`src/rtl/vALU_pkg.sv`:
```
// Shared vALU definitions: SEW codes, mask-expander FSM encoding and elements-per-beat helper.
package vALU_pkg;

   localparam logic [1:0] SEW_8  = 2'd0;
   localparam logic [1:0] SEW_16 = 2'd1;
   localparam logic [1:0] SEW_32 = 2'd2;
   localparam logic [1:0] SEW_64 = 2'd3;

   localparam logic [0:0] ST_IDLE = 1'b0;
   localparam logic [0:0] ST_RUN  = 1'b1;

   // Elements carried by one beat of `lanes` byte lanes at the given SEW code.
   function automatic int unsigned epb(input int unsigned lanes, input int unsigned sew);
      return lanes >> sew;
   endfunction

endpackage

```
`src/rtl/vmask_expand_lane_decode.sv`:
```
// Per-byte-lane active-element decode: lane b belongs to element idx + (b >> sew).
module vmask_lane_decode #(
   parameter int unsigned W         = 64,
   parameter int unsigned LANES     = 8,
   parameter int unsigned SEW_WIDTH = 2
) (
   input  logic [W-1:0]         idx,
   input  logic [W-1:0]         vstart,
   input  logic [W-1:0]         count,
   input  logic [SEW_WIDTH-1:0] sew,
   output logic [LANES-1:0]     vec
);

   // One extra bit so idx plus the lane offset cannot wrap.
   localparam int unsigned EW = W + 1;

   for (genvar b = 0; b < LANES; b++) begin : g_lane
      logic [EW-1:0] elem;
      assign elem   = {1'b0, idx} + (EW'(b) >> sew);
      assign vec[b] = (elem >= {1'b0, vstart}) && (elem < {1'b0, count});
   end

endmodule

```
`src/rtl/vmask_expand.sv`:
```
// Count-to-mask expander: one (vl, vstart, sew) command becomes a stream of byte-lane mask beats.
module vmask_expand
   import vALU_pkg::*;
#(
   parameter int unsigned REQ_DATA_WIDTH  = 64,
   parameter int unsigned RESP_DATA_WIDTH = 64,
   parameter int unsigned SEW_WIDTH       = 2
) (
   input  logic                         clk,
   input  logic                         rst,
   input  logic                         in_valid,
   output logic                         in_ready,
   input  logic [SEW_WIDTH-1:0]         in_sew,
   input  logic [REQ_DATA_WIDTH-1:0]    in_count,
   input  logic [REQ_DATA_WIDTH-1:0]    in_vstart,
   output logic                         out_valid,
   input  logic                         out_ready,
   output logic [RESP_DATA_WIDTH/8-1:0] out_vec,
   output logic                         out_last
);

   localparam int unsigned LANES = RESP_DATA_WIDTH / 8;
   localparam int unsigned W     = REQ_DATA_WIDTH;

   logic [0:0]           state_q, state_d;
   logic [W-1:0]         idx_q, idx_d;
   logic [W-1:0]         count_q, vstart_q;
   logic [SEW_WIDTH-1:0] sew_q;
   logic                 load;
   logic [W-1:0]         epb_w;
   logic                 last_c;
   logic                 run;
   logic [LANES-1:0]     dec_vec;

   assign run    = (state_q == ST_RUN);
   assign epb_w  = W'(epb(LANES, 32'(sew_q)));
   // Remaining-count compare avoids forming idx + EPB, which could overflow.
   assign last_c = (count_q - idx_q) <= epb_w;

   vmask_lane_decode #(
      .W         (W),
      .LANES     (LANES),
      .SEW_WIDTH (SEW_WIDTH)
   ) u_decode (
      .idx    (idx_q),
      .vstart (vstart_q),
      .count  (count_q),
      .sew    (sew_q),
      .vec    (dec_vec)
   );

   // Next-state and index update.
   always_comb begin
      state_d = state_q;
      idx_d   = idx_q;
      load    = 1'b0;
      case (state_q)
         ST_IDLE: begin
            if (in_valid && (in_count != '0)) begin
               state_d = ST_RUN;
               idx_d   = '0;
               load    = 1'b1;
            end
         end
         ST_RUN: begin
            if (out_ready) begin
               if (last_c) state_d = ST_IDLE;
               else        idx_d   = idx_q + epb_w;
            end
         end
         default: state_d = ST_IDLE;
      endcase
   end

   always_ff @(posedge clk or negedge rst) begin
      if (!rst) begin
         state_q  <= ST_IDLE;
         idx_q    <= '0;
         count_q  <= '0;
         vstart_q <= '0;
         sew_q    <= '0;
      end else begin
         state_q <= state_d;
         idx_q   <= idx_d;
         if (load) begin
            count_q  <= in_count;
            vstart_q <= in_vstart;
            sew_q    <= in_sew;
         end
      end
   end

   // Outputs depend only on flops; the rst term makes in_ready drop during reset.
   assign in_ready  = (state_q == ST_IDLE) & rst;
   assign out_valid = run;
   assign out_vec   = run ? dec_vec : '0;
   assign out_last  = run & last_c;

endmodule

```
`config.mk`:
```
export PLATFORM = sky130hd
export DESIGN_NAME = vmask_expand
export DESIGN_NICKNAME = d
export VERILOG_FILES = /design/src/rtl/vALU_pkg.sv /design/src/rtl/vmask_expand_lane_decode.sv /design/src/rtl/vmask_expand.sv
export SDC_FILE = /design/constraint.sdc
export NUM_CORES = 2
export LEC_CHECK = 0
export CORE_ASPECT_RATIO = 2
export CORE_UTILIZATION = 45
export CTS_BUF_LIST = sky130_fd_sc_hd__clkbuf_8
export CTS_CLUSTER_SIZE = 14
export DETAILED_ROUTE_END_ITERATION = 10
export SETUP_SLACK_MARGIN = 0.3
export SLEW_MARGIN = 30
export SYNTH_ARGS = -nofsm -noshare
export SYNTH_HDL_FRONTEND = slang
export SYNTH_SLANG_ARGS = --single-unit
```
`constraint.sdc`:
```
create_clock -name clk -period 9.5 [get_ports clk]
set_input_delay 1.9 -clock clk [delete_from_list [all_inputs] [get_ports clk]]
set_output_delay 1.9 -clock clk [all_outputs]
set_load 0.02 [all_outputs]
```
==> results summary, run 1 <==
The flow did not finish. The stage where the flow stopped is 5_1_grt. The first error in the log reads "[ERROR GRT-0116] Global routing finished with congestion. Check the congestion regions in the DRC Viewer". The height of the die came out at 442 um.

For this run, the number of Yosys warnings is 0. The synthesized design contains 0 enable-type register cells. The minimum setup slack after placement came out at -0.333 ns. The distinct cell type count of the synthesized netlist came out at approximately 90.

The clock sink count is 195. The wire length of the first global-routing pass came out at 497 mm. The die boundary width came out at 222 um. The count of state elements after synthesis is 195.

Hold repair after CTS inserted 0 buffers. The fraction of registers with async set or reset after synthesis is 1.00. The total clock buffers created by CTS is 17. In this run the post-CTS setup repair buffer count came out at 0.

In the global route stage, overall resource usage came out at 0.688. The I/O pin total is 145. The net count after synthesis is 6842. The via count of the first global-routing pass was 57400. The mapped cell area came out at around 44000 um^2.

The effective utilization at floorplan is 0.453. The number of H-tree branching levels is 4. The HPWL after detailed placement came out at between 200 and 250 mm. The synthesized instance count came out at roughly 5600. The synthesized area per cell is 7.78 um^2. The cell row count came out at about 160.

The final estimated routing congestion in global placement is 1.20. The commonest register cell after synthesis is sky130_fd_sc_hd__dfrtp_1. The aggregate global routing overflow is ~750. The sequential area share after synthesis is 0.112. The number of I/O port buffers is 144. The number of instances in the placed design is 7069. CTS placed an instance of sky130_fd_sc_hd__clkbuf_8 at the clock tree root.

Entering global routing, the biggest net connects 125 pins. The number of buffers on the longest clock path came out at 2.
-- repair_timing --
action,4_1_cts
resized for setup,40
pin swaps,1
gates cloned,0
setup endpoints to repair,6
-- routing by layer --
layer	overflow	GRT usage
met5	2	0.137
met4	284	0.722
met3	10	0.442
met2	447	0.917
met1	3	0.684
-- stage by stage --
stage | instance area [um^2] | utilization | TNS (ns)
detailed placement | 48100 | 0.500 | -0.333
global placement | 48100 | 0.500 | -0.224
floorplan | 43600 | - | 0
CTS | 48600 | 0.506 | 0
-- cells in the mapped netlist, drive strengths merged, types with 18 or more instances --
cell    instances  area [um^2]
ha           1103        13800
nand2         583         2200
xnor2         449         3930
o21ai         416         2100
a21oi         401         2040
nor2          352         1330
nand4         276         1730
a21o          275         2060
inv           210          788
dfrtp         195         4880
nor2b         153          957
clkbuf        134          505
nand2b        123          769
nand3         115          576
nor3          106          542
buf            74          435
nor4           69          453
or4            53          398
o31ai          49          373
or3            40          250
o21a           35          263
a211oi         34          275
xor2           31          272
o211ai         25          188
and3           22          138
and2           20          125
o311ai         18          158
-- logic make-up after synthesis --
logic type	after synthesis	share of synthesized area
flops	195	0.112
mux	14	0.00327
fa+ha+maj	1107	0.319
buf+inv	434	0.0411
compound gates	1400	0.200
simple gates	1971	0.228
xor+xnor	480	0.0965
==> run 2: changes to the inputs <==
--- a/config.mk
+++ b/config.mk
@@ -5,12 +5,9 @@
 export SDC_FILE = /design/constraint.sdc
 export NUM_CORES = 2
 export LEC_CHECK = 0
-export CORE_ASPECT_RATIO = 2
-export CORE_UTILIZATION = 45
-export CTS_BUF_LIST = sky130_fd_sc_hd__clkbuf_8
-export CTS_CLUSTER_SIZE = 14
+export CORE_UTILIZATION = 30
 export DETAILED_ROUTE_END_ITERATION = 10
-export SETUP_SLACK_MARGIN = 0.3
+export PLACE_DENSITY_LB_ADDON = 0.15
 export SLEW_MARGIN = 30
 export SYNTH_ARGS = -nofsm -noshare
 export SYNTH_HDL_FRONTEND = slang
==> run 2 against run 1 <==
The flow now finishes, with violations (DRC, setup timing). Area after synthesis is the same. Synthesized cell count is the same.
==> results summary, run 2 <==
The flow ran to the end, but the final reports show violations. The final reports fail on DRC, setup timing. The wire length reported by the detailed router came out at 278 mm. Of all cell types, the one taking the most synthesized area is sky130_fd_sc_hd__ha_1. In this run the tightest slew margin relative to its limit is 0.266. The routed layout has 47700 vias.

The reported max-cap violation count is 0. The achievable frequency came out at 105 MHz. After layout, the worst setup slack is -0.00787 ns. Sorting the synthesized cells by area gives the leading types as sky130_fd_sc_hd__ha_1 32%, sky130_fd_sc_hd__dfrtp_1 11%, sky130_fd_sc_hd__xnor2_1 9.0%. The total negative setup slack came out at -0.00787 ns.

The number of endpoints with negative hold slack in the final report is 0. The count of unresolved DRC violations after routing is 18. The distinct cell type count of the synthesized netlist came out at 92 (unchanged). The net count after synthesis came to 6842 (unchanged).

The fraction of registers with async set or reset after synthesis was 1.00 (unchanged). Of the cells placed in the final design, the portion with a size suffix greater than 1 is 0.0742. The initial antenna violation count came to 19. The final critical path time including I/O delays and setup came out at 9.51 ns.

The final estimated routing congestion in global placement came to 1.13 (-6.5%). The number of H-tree branching levels was 4 (unchanged). The clock sink count came out at 195 (unchanged). The worst ir drop on vdd came out at 0.179 mV. In the layout the commonest cells are 1100 x sky130_fd_sc_hd__ha_1, 579 x sky130_fd_sc_hd__nand2_1, 448 x sky130_fd_sc_hd__xnor2_1, 392 x sky130_fd_sc_hd__a21oi_1, 388 x sky130_fd_sc_hd__o21ai_0. The synthesized area per cell came to 7.78 um^2 (unchanged). The count of flip-flops with a built-in enable after synthesis came out at 0 (unchanged). The buffers inserted during post-CTS setup optimization is 0 (unchanged). The HPWL after detailed placement is 228 mm (-2.3%).

The commonest cells after synthesis are 1103 x sky130_fd_sc_hd__ha_1, 580 x sky130_fd_sc_hd__nand2_1, 449 x sky130_fd_sc_hd__xnor2_1. The placeable core region came out at 144000 um^2. The signal arrival time at the worst endpoint is between 7 and 8 ns.

The height of the die came out at 383 um (-13%). The aggregate global routing overflow came out at 0. The commonest register cell after synthesis is sky130_fd_sc_hd__dfrtp_1. The number of buffers added to fix hold violations after cts is 0 (unchanged). The slew of the pin with the lowest slew margin is 1.10 ns. The number of buffers on the longest clock path is 2 (unchanged).

The signed area change from the synthesized netlist to the final layout is 13.5%. The area share of the largest cell type after synthesis came out at 0.317 (unchanged). The data required time at the worst endpoint came out at approximately 7.6 ns. The detail route stage leaves a number of antenna-violating nets equal to 0. The number of fillers in the final layout is 15300.

The count of state elements after synthesis is 195 (unchanged). The final worst-path cycle share came out at 1.00. The worst slack on hold paths came out at just over 0.7 ns. Registers take 4880 um^2. In the final layout, the registers with the most flip-flops are count_q x64, idx_q x64, vstart_q x64. The via count of the first global-routing pass came out at approximately 45000. The largest net degree at the start of global routing is 160. The warning count from the yosys run came out at 0 (unchanged).

The die boundary width came to 383 um (+73%). The cell row count came to 139 (-14%). The TritonCTS clock tree is yes. The via count normalized by instance count came out at 6.15. The mapped cell area came out at 43600 um^2 (unchanged). The number of non-filler instances in the completed layout came out at 7759. The total clock buffers created by CTS is 17 (unchanged). The first detailed-routing pass took 9 iterations. The cell with the most instances after synthesis is sky130_fd_sc_hd__ha_1.

The I/O pin total is 145 (unchanged). The number of instances in the placed design is 7722 (+9.2%). The min-delay analysis places its worst path in the category reg2reg.

The largest fanout on the critical path is 12. The library cell used most frequently in the layout, excluding fill and tap cells, is sky130_fd_sc_hd__ha_1. The synthesized instance count came out at 5601 (unchanged).

The number of setup violations in the final report came out at 1. The static leakage is 23.4 nW. The wire length of the first global-routing pass is about 380 mm.

Dividing the detail-routed wire length by the instance count gives between 30 and 40 um. The area of combinational cells with multiple inputs is roughly 37000 um^2. STA classifies the critical path endpoint as an output pin. The initial detailed-routing violation count is 6123. The sequential area share after synthesis came out at 0.112 (unchanged). For the worst-skew pair, the clock arrives at the later sink with an insertion delay of 0.59 ns. The worst setup path is launched from a register. The number of pins exceeding their max-slew limit in the final report came out at 0. The post-cts resize count came to 9 (-78%). The number of I/O port buffers came out at 144 (unchanged). The effective utilization at floorplan came to 0.303 (-0.150).

The critical path in this run is classified as reg2out. The root buffer selected by CTS is sky130_fd_sc_hd__clkbuf_16. The CTS clock-pin slew for the worst setup and hold paths came out at 0.10 ns. The area of the die came out at 147000 um^2. The final layout net count came out at just over 7000.

In this run the power density over the cells is 103 nW/um^2. The post-route clock skew came out at between 0.03 and 0.04 ns. The overall routing resource usage is 0.370.
## run 2: cell counts after synthesis
Identical to the previous run, type by type.
## run 2: kinds of logic (layout without fill, tap and decap cells)
logic type,count (synthesis),after routing,synth area share
simple gates,1971,1971,0.228
compound gates,1400,1400,0.200
fa+ha+maj,1107,1107,0.319
xor+xnor,480,480,0.0965
buf+inv,434,684,0.0411
flops,195,195,0.112
mux,14,14,0.00327
other cells,0,5,0
## run 2: stage by stage
| stage | utilization | cell area (um^2) | setup slack [ns] | power (mW) |
|---|---|---|---|---|
| finish | 0.344 | 49500 | -0.00787 | 5.09 |
| global route | 0.344 | 49400 | -0.0648 | 5.33 |
| CTS | 0.343 | 49400 | 0.0279 | 4.97 |
| detailed placement | 0.339 | 48700 | 0.275 | 4.10 |
| global placement | 0.338 | 48600 | -0.214 | 4.10 |
| floorplan | - | 43600 | 2.17 | 2.80 |
## run 2: power breakdown
group          internal, mW  switching [mW]
clock network         0.358           0.497
logic                  1.09            2.19
registers             0.886          0.0745
## run 2: path summary, 6_finish.rpt
path                                  startpoint                  endpoint  slack, ns  cells after the start
min in group asynchronous                    rst  vstart_q[63]$_DFFE_PN0P_       1.15                      1
max in group asynchronous                    rst  vstart_q[31]$_DFFE_PN0P_       6.50                      3
max reg2reg                idx_q[26]$_DFFE_PN0P_     idx_q[20]$_DFFE_PN0P_       2.57                     16
min reg2reg                 idx_q[4]$_DFFE_PN0P_      idx_q[4]$_DFFE_PN0P_       0.71                      3
min                         idx_q[4]$_DFFE_PN0P_      idx_q[4]$_DFFE_PN0P_       0.71                      3
max                         sew_q[1]$_DFFE_PN0P_                out_vec[3]     -0.008                     23
## run 2: cell type report
cell class,count,area share
Antenna cell,5,0.000253
Clock buffer,17,0.00860
Clock inverter,15,0.00382
Inverter,226,0.0172
Multi-Input combinational cell,4972,0.751
Sequential cell,195,0.0987
Tap cell,1903,0.0481
Timing Repair Buffer,426,0.0727
## run 2: critical path, cell delays in order, from the launching register on
cell	delay (ns)
sky130_fd_sc_hd__dfrtp_1	0.45
sky130_fd_sc_hd__inv_1	0.28
sky130_fd_sc_hd__ha_2	0.39
sky130_fd_sc_hd__xor2_1	0.32
sky130_fd_sc_hd__ha_1	0.20
sky130_fd_sc_hd__a21oi_1	0.10
sky130_fd_sc_hd__nor2_2	0.18
sky130_fd_sc_hd__buf_4	0.39
sky130_fd_sc_hd__nand3_1	0.53
sky130_fd_sc_hd__nor2_1	0.48
sky130_fd_sc_hd__xnor2_1	0.16
sky130_fd_sc_hd__ha_1	0.32
sky130_fd_sc_hd__nand4_1	0.21
sky130_fd_sc_hd__nor4_1	0.36
sky130_fd_sc_hd__buf_4	0.21
sky130_fd_sc_hd__nand2_1	0.22
sky130_fd_sc_hd__nor4_1	0.49
sky130_fd_sc_hd__a41oi_2	0.37
sky130_fd_sc_hd__nand3b_1	0.30
sky130_fd_sc_hd__a211oi_1	0.12
sky130_fd_sc_hd__o2111a_1	0.19
sky130_fd_sc_hd__a211oi_1	0.37
sky130_fd_sc_hd__buf_4	0.19
sky130_fd_sc_hd__buf_4	0.13
## run 2: routing by layer
metal	part of all wire	track usage	wire [um]	up-vias
li1	-	-	-	21100
met1	0.43	0.502	119000	23300
met2	0.40	0.525	111000	2848
met3	0.10	0.0902	28900	572
met4	0.071	0.219	19900	6
met5	0.00016	0	44	-
Power figures use the tool's default switching activity.
